--- config.mk ---
export PLATFORM = sky130hd
export DESIGN_NAME = segscan_driver_flat
export DESIGN_NICKNAME = d
export VERILOG_FILES = /design/src/rtl/segscan_driver_if.sv /design/src/rtl/segscan_driver.sv /design/src/flat_wrapper.sv
export SDC_FILE = /design/constraint.sdc
export NUM_CORES = 1
export LEC_CHECK = 0
export CAP_MARGIN = 20
export CORE_MARGIN = 2
export CORE_UTILIZATION = 51
export CTS_BUF_LIST = sky130_fd_sc_hd__clkbuf_16
export DETAILED_ROUTE_END_ITERATION = 16
export PLACE_DENSITY = 0.84
export SKIP_LAST_GASP = 1
export SLEW_MARGIN = 40
export SYNTH_ARGS = -nofsm -noshare
export SYNTH_HDL_FRONTEND = slang
export SYNTH_SLANG_ARGS = --single-unit
--- constraint.sdc ---
create_clock -name clk -period 3.5 [get_ports clk]
set_input_delay 0.7 -clock clk [delete_from_list [all_inputs] [get_ports clk]]
set_output_delay 0.7 -clock clk [all_outputs]
set_load 0.02 [all_outputs]
--- src/rtl/segscan_driver_if.sv ---
// Host/display bundle for segscan_driver: buffered digit data with load/ack handshake in,
// scanned anode/segment/dot drive and frame strobe out.
interface segscan_driver_if #(
  parameter int NUM_DIGITS   = 4,
  parameter int BRIGHT_WIDTH = 4
);
  logic [4*NUM_DIGITS-1:0] digits;
  logic [NUM_DIGITS-1:0]   dots;
  logic [NUM_DIGITS-1:0]   blank;
  logic                    load;
  logic [BRIGHT_WIDTH-1:0] brightness;
  logic                    ld_ack;
  logic                    frame;
  logic [NUM_DIGITS-1:0]   an;
  logic [6:0]              seg;
  logic                    dp;

  modport master (
    output digits, dots, blank, load, brightness,
    input  ld_ack, frame, an, seg, dp
  );

  modport slave (
    input  digits, dots, blank, load, brightness,
    output ld_ack, frame, an, seg, dp
  );
endinterface

--- src/rtl/segscan_driver.sv ---
// Multiplexed common-anode seven-segment scanner with PWM brightness and double-buffered loads.
// Optional leading-zero blanking is enabled by defining SEGSCAN_LZB_EN.
module segscan_driver #(
  parameter int NUM_DIGITS   = 4,
  parameter int DIV_WIDTH    = 18,
  parameter int BRIGHT_WIDTH = 4
) (
  input  logic            clk,
  input  logic            rst,
  segscan_driver_if.slave bus
);
  localparam int SEL_W = $clog2(NUM_DIGITS);
  localparam logic [SEL_W-1:0]     SEL_LEFT = SEL_W'(NUM_DIGITS - 1);
  localparam logic [DIV_WIDTH-1:0] CNT_MAX  = '1;

  logic [DIV_WIDTH-1:0]    cnt_q, cnt_d;
  logic [SEL_W-1:0]        sel_q, sel_d;
  logic [4*NUM_DIGITS-1:0] stg_digits_q, stg_digits_d, act_digits_q, act_digits_d;
  logic [NUM_DIGITS-1:0]   stg_dots_q, stg_dots_d, act_dots_q, act_dots_d;
  logic [NUM_DIGITS-1:0]   stg_blank_q, stg_blank_d, act_blank_q, act_blank_d;
  logic                    pending_q, pending_d;
  logic                    xfer_q, xfer_d;
  logic [NUM_DIGITS-1:0]   an_q, an_d;
  logic [6:0]              seg_q, seg_d;
  logic                    dp_q, dp_d;
  logic                    frame_q, frame_d;
  logic                    ld_ack_q, ld_ack_d;

  logic                    boundary;
  logic                    digit_on;
  logic [3:0]              nibble;
  logic [NUM_DIGITS-1:0]   dark_mask;

  function automatic logic [6:0] hex_to_seg(input logic [3:0] h);
    case (h)
      4'h0: hex_to_seg = 7'b0000001;
      4'h1: hex_to_seg = 7'b1001111;
      4'h2: hex_to_seg = 7'b0010010;
      4'h3: hex_to_seg = 7'b0000110;
      4'h4: hex_to_seg = 7'b1001100;
      4'h5: hex_to_seg = 7'b0100100;
      4'h6: hex_to_seg = 7'b0100000;
      4'h7: hex_to_seg = 7'b0001111;
      4'h8: hex_to_seg = 7'b0000000;
      4'h9: hex_to_seg = 7'b0000100;
      4'hA: hex_to_seg = 7'b0001000;
      4'hB: hex_to_seg = 7'b1100000;
      4'hC: hex_to_seg = 7'b0110001;
      4'hD: hex_to_seg = 7'b1000010;
      4'hE: hex_to_seg = 7'b0110000;
      default: hex_to_seg = 7'b0111000;
    endcase
  endfunction

  always_comb begin
    boundary = (cnt_q == CNT_MAX) && (sel_q == '0);

    cnt_d = cnt_q + 1'b1;
    sel_d = sel_q;
    if (cnt_q == CNT_MAX) begin
      sel_d = (sel_q == '0) ? SEL_LEFT : sel_q - 1'b1;
    end

    // A load on the boundary cycle lands in staging after the old staging has moved to active.
    stg_digits_d = stg_digits_q;
    stg_dots_d   = stg_dots_q;
    stg_blank_d  = stg_blank_q;
    act_digits_d = act_digits_q;
    act_dots_d   = act_dots_q;
    act_blank_d  = act_blank_q;
    pending_d    = pending_q;
    if (boundary && pending_q) begin
      act_digits_d = stg_digits_q;
      act_dots_d   = stg_dots_q;
      act_blank_d  = stg_blank_q;
      pending_d    = 1'b0;
    end
    if (bus.load) begin
      stg_digits_d = bus.digits;
      stg_dots_d   = bus.dots;
      stg_blank_d  = bus.blank;
      pending_d    = 1'b1;
    end
    xfer_d = boundary && pending_q;

    dark_mask = act_blank_q;
`ifdef SEGSCAN_LZB_EN
    begin
      logic lead;
      lead = 1'b1;
      for (int i = NUM_DIGITS - 1; i > 0; i--) begin
        lead = lead && (act_digits_q[4*i +: 4] == 4'h0) && !act_dots_q[i];
        if (lead) dark_mask[i] = 1'b1;
      end
    end
`endif

    nibble   = act_digits_q[{sel_q, 2'b00} +: 4];
    digit_on = (cnt_q[DIV_WIDTH-1 -: BRIGHT_WIDTH] < bus.brightness) && !dark_mask[sel_q];

    an_d  = '1;
    seg_d = 7'h7F;
    dp_d  = 1'b1;
    if (digit_on) begin
      an_d  = ~(NUM_DIGITS'(1) << sel_q);
      seg_d = hex_to_seg(nibble);
      dp_d  = ~act_dots_q[sel_q];
    end
    frame_d  = (cnt_q == '0) && (sel_q == SEL_LEFT);
    ld_ack_d = xfer_q;
  end

  always_ff @(posedge clk) begin
    if (rst) begin
      cnt_q        <= '0;
      sel_q        <= SEL_LEFT;
      stg_digits_q <= '0;
      stg_dots_q   <= '0;
      stg_blank_q  <= '1;
      act_digits_q <= '0;
      act_dots_q   <= '0;
      act_blank_q  <= '1;
      pending_q    <= 1'b0;
      xfer_q       <= 1'b0;
      an_q         <= '1;
      seg_q        <= 7'h7F;
      dp_q         <= 1'b1;
      frame_q      <= 1'b0;
      ld_ack_q     <= 1'b0;
    end else begin
      cnt_q        <= cnt_d;
      sel_q        <= sel_d;
      stg_digits_q <= stg_digits_d;
      stg_dots_q   <= stg_dots_d;
      stg_blank_q  <= stg_blank_d;
      act_digits_q <= act_digits_d;
      act_dots_q   <= act_dots_d;
      act_blank_q  <= act_blank_d;
      pending_q    <= pending_d;
      xfer_q       <= xfer_d;
      an_q         <= an_d;
      seg_q        <= seg_d;
      dp_q         <= dp_d;
      frame_q      <= frame_d;
      ld_ack_q     <= ld_ack_d;
    end
  end

  assign bus.an     = an_q;
  assign bus.seg    = seg_q;
  assign bus.dp     = dp_q;
  assign bus.frame  = frame_q;
  assign bus.ld_ack = ld_ack_q;
endmodule

--- src/flat_wrapper.sv ---
// flat-port wrapper written by rule: the top's interface ports become plain ports
module segscan_driver_flat 
#(
  parameter int NUM_DIGITS   = 4,
  parameter int DIV_WIDTH    = 18,
  parameter int BRIGHT_WIDTH = 4
)
  (clk, rst, bus_digits, bus_dots, bus_blank, bus_load, bus_brightness, bus_ld_ack, bus_frame, bus_an, bus_seg, bus_dp);
  segscan_driver_if #(.NUM_DIGITS(NUM_DIGITS), .BRIGHT_WIDTH(BRIGHT_WIDTH)) bus_i ();
  input  logic clk;
  input  logic rst;
  input wire logic [$bits(bus_i.digits)-1:0] bus_digits;
  input wire logic [$bits(bus_i.dots)-1:0] bus_dots;
  input wire logic [$bits(bus_i.blank)-1:0] bus_blank;
  input wire logic [$bits(bus_i.load)-1:0] bus_load;
  input wire logic [$bits(bus_i.brightness)-1:0] bus_brightness;
  output wire logic [$bits(bus_i.ld_ack)-1:0] bus_ld_ack;
  output wire logic [$bits(bus_i.frame)-1:0] bus_frame;
  output wire logic [$bits(bus_i.an)-1:0] bus_an;
  output wire logic [$bits(bus_i.seg)-1:0] bus_seg;
  output wire logic [$bits(bus_i.dp)-1:0] bus_dp;
  assign bus_i.digits = bus_digits;
  assign bus_i.dots = bus_dots;
  assign bus_i.blank = bus_blank;
  assign bus_i.load = bus_load;
  assign bus_i.brightness = bus_brightness;
  assign bus_ld_ack = bus_i.ld_ack;
  assign bus_frame = bus_i.frame;
  assign bus_an = bus_i.an;
  assign bus_seg = bus_i.seg;
  assign bus_dp = bus_i.dp;
  segscan_driver #(.NUM_DIGITS(NUM_DIGITS), .DIV_WIDTH(DIV_WIDTH), .BRIGHT_WIDTH(BRIGHT_WIDTH)) u_core (.clk(clk), .rst(rst), .bus(bus_i));
endmodule
* After elaboration in Yosys (flattened, before gate mapping)
Memory sizes are Yosys's and may differ from the RTL's. A register that Yosys moved wholly into a read port is not among the register bits.
Index checks and enable logic that the tools add are counted.
** Word-level totals
- Flip-flop bits (word level) :: 77
- Bits in read-only memories :: 112
- Bits of input ports :: 31
- Output and inout port bits :: 14
- Logic and storage cells :: 42
- Memories kept :: 1
** Cells by class
- Add/sub/neg operators :: 2
- Order comparisons :: 2
- Equal/unequal tests :: 2
- Shift-type cells :: 2
- Muxes and demuxes :: 7
- Bitwise logic cells :: 3
- Reductions and logical operators :: 9
** Memories
- (no name shown) :: words 16, width 7, read ports 1, clocked after memory_dff 1, write ports 0, RTL line segscan_driver.sv:35 : case (h)
** Operators with widths (number)
- adder 18 x 1 -> 18 bit (second input constant) :: 1
- == test 18 bit (second input constant) :: 1
- logical NOT 18 bit :: 1
- indexed part select 16 x 5 -> 4 bit :: 1
- binary-select mux 1 bit (select 2 bit) :: 2
- logical AND 1 bit :: 4
- less-than comparator 4 bit :: 1
- two-way mux 1 bit :: 4
- NOT 4 bit :: 1
- left shift 1 x 2 -> 4 bit (first input constant) :: 1
- less-than comparator 2 x 3 -> 1 bit (second input constant) :: 1
- == test 2 bit (second input constant) :: 1
- logical NOT 2 bit :: 1
- two-way mux 2 bit :: 1
- NOT 1 bit :: 2
- nonzero test 2 bit :: 1
- OR reduction 2 bit :: 1
- subtractor 2 x 1 -> 2 bit (second input constant) :: 1
- logical NOT 1 bit :: 1

* Longest topological paths before layout
- Depth in word-level cells :: 6
- Depth in mapped cells :: 8
- Gate-level depth less buffers :: 7

* Worst setup path before layout
No wires, ideal clock.
- Kind :: register to register
- From :: reg u_core.sel_q[0]
- To :: reg u_core.seg_q[2] (netlist: u_core.bus.seg[2])
- Setup time :: 115 ps
- Arrival time :: 1739 ps
- Data required time :: 3385 ps
- Slack :: 1646 ps
- Stages on the path, launching flop included :: 7
- Path buffers :: 1
- Clock period less this slack :: 1854 ps
- Cells stage by stage :: dfxtp_1 > buf_6 > mux4_2 > ha_1 > mux2_2 > o21ai_1 > nand2_1
** Between the ends
- Word-level cells in the longest chain between the ends :: 6
- Elaborated cells between the ends (all ways) :: 7
- Classes of those cells :: 1 x shift; 2 x mux; 1 x bitwise; 3 x reduce/logical
** Ends and longest elaborated chain
- from (decl) :: RTL line segscan_driver.sv:17 : logic [SEL_W-1:0] sel_q, sel_d;
- from (signal assigned) :: RTL line segscan_driver.sv:132 : sel_q <= sel_d;
- binary-select mux 1 bit (select 2 bit) :: RTL line segscan_driver.sv:99 : digit_on = (cnt_q[DIV_WIDTH-1 -: BRIGHT_WIDTH] < bus.brightness) && !dark_mask[sel_q];
- two-way mux 1 bit (not written as such) :: RTL line segscan_driver.sv:99
- logical NOT 1 bit :: RTL line segscan_driver.sv:99
- logical AND 1 bit :: RTL line segscan_driver.sv:99
- NOT 1 bit (no line)
- OR reduction 2 bit (no line)
- to (decl) :: RTL line segscan_driver.sv:24 : logic [6:0] seg_q, seg_d;
Several ways; a longest one is shown, not always the timed one. The select of a mux whose other input is x is not followed.
A chain may end at the register's enable or synchronous reset.

* Final worst setup path
- From :: reg u_core.sel_q[0]
- To :: reg u_core.act_digits_q[13]
** Between the ends
- Word-level cells in the longest chain between the ends :: 3
** Ends and longest elaborated chain
- logical NOT 2 bit :: RTL line segscan_driver.sv:56 : boundary = (cnt_q == CNT_MAX) && (sel_q == '0);
- logical AND 1 bit :: RTL line segscan_driver.sv:56
- logical AND 1 bit :: RTL line segscan_driver.sv:72 : if (boundary && pending_q) begin
- to (signal assigned) :: RTL line segscan_driver.sv:136 : act_digits_q <= act_digits_d;
- to (decl) :: RTL line segscan_driver.sv:18 : logic [4*NUM_DIGITS-1:0] stg_digits_q, stg_digits_d, act_digits_q, act_digits_d;
Every way passes these cells.

==> impl_metrics.tcl <==
set metrics [dict create \
    instances_no_fill 535 \
    timing_max_transition_violations_final 0 \
    floorplan.die.height_um 89.7 \
    yosys_warnings 0 \
    timing.critical_path.required_ps 3760 \
    die_width_um 89.7 \
    postSynthAreaPerCell_um2 9.45 \
    synthDominantAreaCellType "dfxtp_1" \
    worst_slew_margin_rel_pct 60.4 \
    die_area_um2 8050 \
    final_area_um2 4460 \
    synth_edf_count 0 \
    cts_tree "done" \
    rsz0062_at_grt "false" \
    netlist.area_leader.share_pct 44.8 \
    number_of_i_o_pins 45 \
    portion_of_the_clock_cycle_consumed_by_the_worst_path_in_the_final_layout_pct 64.8 \
    p_int_mw 1.51 \
    syn_to_final_growth_pct 19.0 \
    synth-seq-area-share_pct 44.8 \
    cts.hold.buffers_added 0 \
    synth.cell_area_um2 3750 \
    place_congestion 0.829 \
    post_cts.repair.setup_buffers 0 \
    n_antenna_cell 0 \
    mostFrequentLayoutCells "dfxtp_1 (84), nor2_1 (44), clkdlybuf4s50_1 (43), a21oi_1 (31), nand3_1 (28)" \
    worstSetupPathType "flop to flop" \
    routed_via_density 5.52 \
    timing.critical_path.slowest_cell_delay_ps 670 \
    max-clock-path-buffers 2 \
    cts_buffers 9 \
    holdCritPathClass "flop to flop" \
    synth-seq-cells 84 \
    netlist-cell-type-count 47 \
    num_vias 2953 \
    dpl_cell_area_um2 4190 \
    run_status "finished clean" \
    cts.reportedPaths.clkPinSlew_ps 60 \
    fin_nets 477 \
    end_kind "flop" \
    drtAntennaViolNets 0 \
    peakVddDrop_mv 0.255 \
    sequentialPowerShare_pct 51.2 \
    finalSetupTns_ps 0 \
    report.final.hold_viol_count 0 \
    grt_first_pass_wirelength_um 13000 \
    drt_first_iter_violations 225 \
    slew_at_the_pin_closest_to_its_max_slew_limit_ps 594 \
    netlist_top_cells_area "dfxtp_1 (45%), mux2i_1 (5.9%), ha_1 (5.0%), nor2_1 (4.4%), mux4_2 (4.2%)" \
    fmax_mhz 441 \
    firstDrtPassIters 4 \
    crit_arrival_ps 2530 \
    power_density_nw_per_um2 435 \
    largest_net_degree_at_the_start_of_global_routing 40 \
    globalRoute.totalOverflow 0 \
    ys_dominant_reg_cell "dfxtp_1" \
    gr-usage-all-layers_pct 19.7 \
    post_cts_resized 0 \
    dp.final_hpwl_um 5080 \
    timing.critical_path.from_type "flop" \
    fin_worst_hold_slack_ps 466 \
    worst_skew_pair.late_latency_ps 340 \
    rows 31 \
    syn-num-nets 443 \
    max_cap_viol_count 0 \
    port_buffer_count 44 \
    async_reset_ff_share_pct 0 \
    net_switching_share_of_the_total_power_pct 22.2 \
    cts-htree-levels 3 \
    cpMaxStageDelayCell "dfxtp_1" \
    power.share.clock_pct 43.6 \
    timing.critical_path.cells "inv_1 -> ha_1 -> nand2_1 -> or3_1 -> o21ai_0 -> a21oi_1" \
    syn_inst 397 \
    timing.critical_path.fanout_max 22 \
    cts_root_buf "clkbuf_16" \
    fin_util_pct 62.2 \
    power.net_switching_mw 0.432 \
    comb_power_share_pct 5.3 \
    cts.sinks 84 \
    setup_violations 0 \
    via_count_of_the_first_global_routing_pass 2858 \
    detail_route.wirelength_um 7740 \
    antenna_found_initial 0 \
    routed_wire_length_per_instance_um 14.5 \
    place.detailed.instances 518 \
    most_common_cell_after_layout_fill_and_taps_aside "dfxtp_1" \
    detail_route.drc_violations 0 \
    core_area_um2 7180 \
    start_util_pct 52.3 \
    timing.clock.skew_ps 9.82 \
    power_leakage_nw 1.66 \
    post-route-min-period_ps 2270 \
    drive_above_1_share_pct 8.49 \
]
synth_stat cells, types with 6 or more instances:
master    number
dfxtp_1       84
nor2_1        44
a21oi_1       31
nand3_1       28
o21ai_0       27
mux2i_1       22
ha_1          15
nand2_1       15
inv_1         13
clkbuf_1       9
xnor2_1        9
nor4_1         8
buf_2          7
mux4_2         7
nor2b_1        6
or3_1          6
stage by stage:
| step | setup WS [ps] | total power [mW] |
|---|---|---|
| floorplan | 1650 | 1.07 |
| global placement | 1140 | 1.11 |
| detailed placement | 1050 | 1.12 |
| CTS | 1180 | 1.95 |
| global route | 990 | 2.00 |
| finish | 1230 | 1.94 |
critical path, delay by kind of cell (launching register included):
kind                       cells  cell delay [ps]
and+or+nand+nor                2              630
DFF                            1              670
adders and majority gates      1              310
AOI/OAI and AO/OA              2              370
buffers and inverters          1              210
registers in the layout, indices dropped and copies added (netlist names):
signal / flops
u_core.bus.an: 4
u_core.bus.ld_ack: 1
u_core.bus.dp: 1
u_core.pending_q: 1
u_core.bus.frame: 1
u_core.stg_blank_q: 4
u_core.act_dots_q: 4
u_core.act_blank_q: 4
u_core.sel_q: 2
u_core.stg_digits_q: 16
u_core.cnt_q: 18
u_core.ld_ack_d: 1
u_core.act_digits_q: 16
u_core.stg_dots_q: 4
u_core.bus.seg: 7
layout make-up:
| cell class | count | area, um^2 |
|---|---|---|
| fill | 617 | 2710 |
| tap | 99 | 124 |
| timing repair buffer | 49 | 473 |
| multi-input combinational | 274 | 1870 |
| sequential | 84 | 1680 |
| clock buffer | 9 | 225 |
| clock inverter | 7 | 41.3 |
| inverter | 13 | 48.8 |
routing by layer:
layer | wire length [um] | track usage [%] | up-vias | share of wire, %
met2 | 3800 | 33.5 | 75 | 49
met4 | 129 | 7.82 | 0 | 1.7
met5 | 0 | 0 | - | 0
met1 | 3420 | 24.3 | 1398 | 44
met3 | 390 | 4.44 | 11 | 5.0
li1 | - | - | 1469 | -
power groups by stage:
| stage | Sequential (mW) | Combinational [mW] | Clock [mW] |
|---|---|---|---|
| after floorplan | 1.01 | 0.0570 | 0 |
| after global placement | 1.01 | 0.0992 | 0 |
| after detailed placement | 1.01 | 0.102 | 0 |
| after CTS | 0.994 | 0.104 | 0.854 |
| after global routing | 0.996 | 0.111 | 0.898 |
| final | 0.994 | 0.103 | 0.846 |
logic make-up after synthesis:
kind of cell,count (synthesis),synth area share (%)
adder cells (fa/ha/maj),15,5.01
flip-flops,84,44.8
XOR/XNOR,14,3.27
buffers and inverters,39,5.37
multiplexers,30,10.4
AND/OR/NAND/NOR,137,19.2
AO/OA/AOI/OAI,78,12.0
worst paths after layout:
kind,from,to,slack [ps],depth (start not counted)
max,u_core.sel_q[0],u_core.act_digits_q[13],1230,6
min,u_core.ld_ack_d,u_core.bus.ld_ack,470,1
max reg2reg,u_core.sel_q[0],u_core.act_digits_q[13],1230,6
min reg2reg,u_core.ld_ack_d,u_core.bus.ld_ack,470,1
(Power assumes the default switching activity.)
==> RTL edit, RTL diff (same settings) <==
`NUM_DIGITS` is set to 4 in 3 places; all go to 8.
--- a/src/rtl/segscan_driver_if.sv
+++ b/src/rtl/segscan_driver_if.sv
@@ -1,7 +1,7 @@
 // Host/display bundle for segscan_driver: buffered digit data with load/ack handshake in,
 // scanned anode/segment/dot drive and frame strobe out.
 interface segscan_driver_if #(
-  parameter int NUM_DIGITS   = 4,
+  parameter int NUM_DIGITS   = 8,
   parameter int BRIGHT_WIDTH = 4
 );
   logic [4*NUM_DIGITS-1:0] digits;
--- a/src/rtl/segscan_driver.sv
+++ b/src/rtl/segscan_driver.sv
@@ -1,7 +1,7 @@
 // Multiplexed common-anode seven-segment scanner with PWM brightness and double-buffered loads.
 // Optional leading-zero blanking is enabled by defining SEGSCAN_LZB_EN.
 module segscan_driver #(
-  parameter int NUM_DIGITS   = 4,
+  parameter int NUM_DIGITS   = 8,
   parameter int DIV_WIDTH    = 18,
   parameter int BRIGHT_WIDTH = 4
 ) (
--- a/src/flat_wrapper.sv
+++ b/src/flat_wrapper.sv
@@ -1,7 +1,7 @@
 // flat-port wrapper written by rule: the top's interface ports become plain ports
 module segscan_driver_flat 
 #(
-  parameter int NUM_DIGITS   = 4,
+  parameter int NUM_DIGITS   = 8,
   parameter int DIV_WIDTH    = 18,
   parameter int BRIGHT_WIDTH = 4
 )
Ports: changed (resized bus_an, bus_blank, bus_digits and bus_dots); port bits go from 45 to 73. The function was not compared with the original's and may differ.
==> RTL edit against the original RTL <==
Power increased by 82%; utilization grew 2.5 points; wire length grew 55%; area after synthesis rose by 50%; die area is 47% higher; combinational power increased by 66%; critical endpoint is now u_core.bus.seg[3]; clock skew decreased by 1.8 ps; hold slack worse by 13 ps; sequential cell count is 53 higher; worst setup slack worse by 680 ps; final area is 56% higher.
==> RTL edit: results (changes against the original RTL) <==
For the filler cell count in the final layout, the log shows 822 (+33%). The H-tree depth reported by CTS came out at 4 (+1). The fraction of area in clock buffers and inverters came out at 0.0835 (+0.0238).

The per-instance average area after synthesis is 9.39 um^2 (-0.57%). The sequential portion of the cell area works out to 0.393 (+0.0159). Count of vias placed by the detailed router: 4490 (+52%). The adder-cell share of the synthesized area works out to 0.0357 (-0.0143). The worst stage delay on the critical path came out at 740 ps (+70 ps). The count of multi-input combinational gates is 409 (+49%). Grouping stages by cell kind, the critical path spends the most delay in multiplexers. Total routing usage reported by global routing: 0.209 (+0.0122).

The startpoint identified for the worst hold timing path is u_core.act_digits_q[26]. The transition time at the pin with the least slew margin was 818 ps (+224 ps). The maximum number of pins on one net before global-route repair is 123 (+210%), and the fraction of power spent switching nets is 0.209 (-0.0136). The flow ran to the end, and the final reports show no timing, DRC or antenna violations. The routed length per placed instance is 14.9 um (+2.7%), and the met3 routed wirelength is 705 um (+81%). The sequential cell count of the final layout came out at 137 (+63%).

The cell depth of the worst min-delay path is 2 (+1), and the worst-case clock skew is 8.05 ps (-1.78 ps). The run gives 220 (-2.2%) as the number of DRC markers after the initial detailed-route iteration. The non-clock buffer instance count of the final layout works out to 78 (+59%). The multi-input combinational area share is 0.380 (-0.0384), and the count of clock buffers in the final design is 17 (+8). The tools report the wire length of the first global-routing pass as 19500 um (+50%). For the portion of total power attributed to the clock network, the log shows 0.494 (+0.058). The largest registers in the layout are u_core.act_digits_q (32), u_core.stg_digits_q (32), u_core.cnt_q (18). The end point of the critical path is u_core.bus.seg[3]. The maximum resistive drop on vdd was 0.000330 V (+29%). Register-to-register path setup slack: 550 ps (-680 ps).

The port buffer count works out to 72 (+64%). For the static leakage, the log shows 2.80 nW (+69%). The synthesized netlist net count was 668 (+51%). In the synthesized netlist, the cells that appear most often are 137 x dfxtp_1, 107 x nand2_1, 61 x nor2_1. Number of instances in the placed design: 777 (+50%). The highest net fanout along the worst path came out at 13 (-41%). The tools report the met2 wire length as 5940 um (+57%).

The wire length on met1 is 5080 um (+48%). The run gives 0.489 (+0.0407) as the fraction of the yosys area taken by sequential cells. The sum of net half-perimeters after detailed placement was 7610 um (+50%).

The post-layout net count came out at 727 (+52%). The via count of the first global-routing pass was 4277 (+50%). The logs give 452 ps (-13.5 ps) for the worst hold slack after final layout and 0.862 (+4.1%) for the placer's final routability congestion estimate.
RTL edit: changes by cell type in the layout (fill, tap and decap cells not counted), sizes merged, moves of 7 or more:
cell,delta
a21oi,+17
nor2b,+7
clkdlybuf4s50,+27
dfxtp,+53
o21ai,-23
nand3,-16
clkbuf,+9
nor2,+17
nand2,+92
mux2i,+22
nand3b,+11
RTL edit: through the flow:
step / setup WS [ps] / power, mW / instance area [um^2] / util
global route: 414 / 3.65 / 6980 / 0.647
finish: 553 / 3.54 / 6980 / 0.647
global placement: 842 / 1.82 / 6390 / 0.592
CTS: 608 / 3.56 / 6980 / 0.647
detailed placement: 688 / 1.83 / 6400 / 0.593
floorplan: 1030 / 1.74 / 5610 / -
RTL edit: cells by family after synthesis:
logic type | Yosys count
mux | 60
buf+inv | 51
xor+xnor | 12
flops | 137
compound gates | 84
simple gates | 237
fa+ha+maj | 16
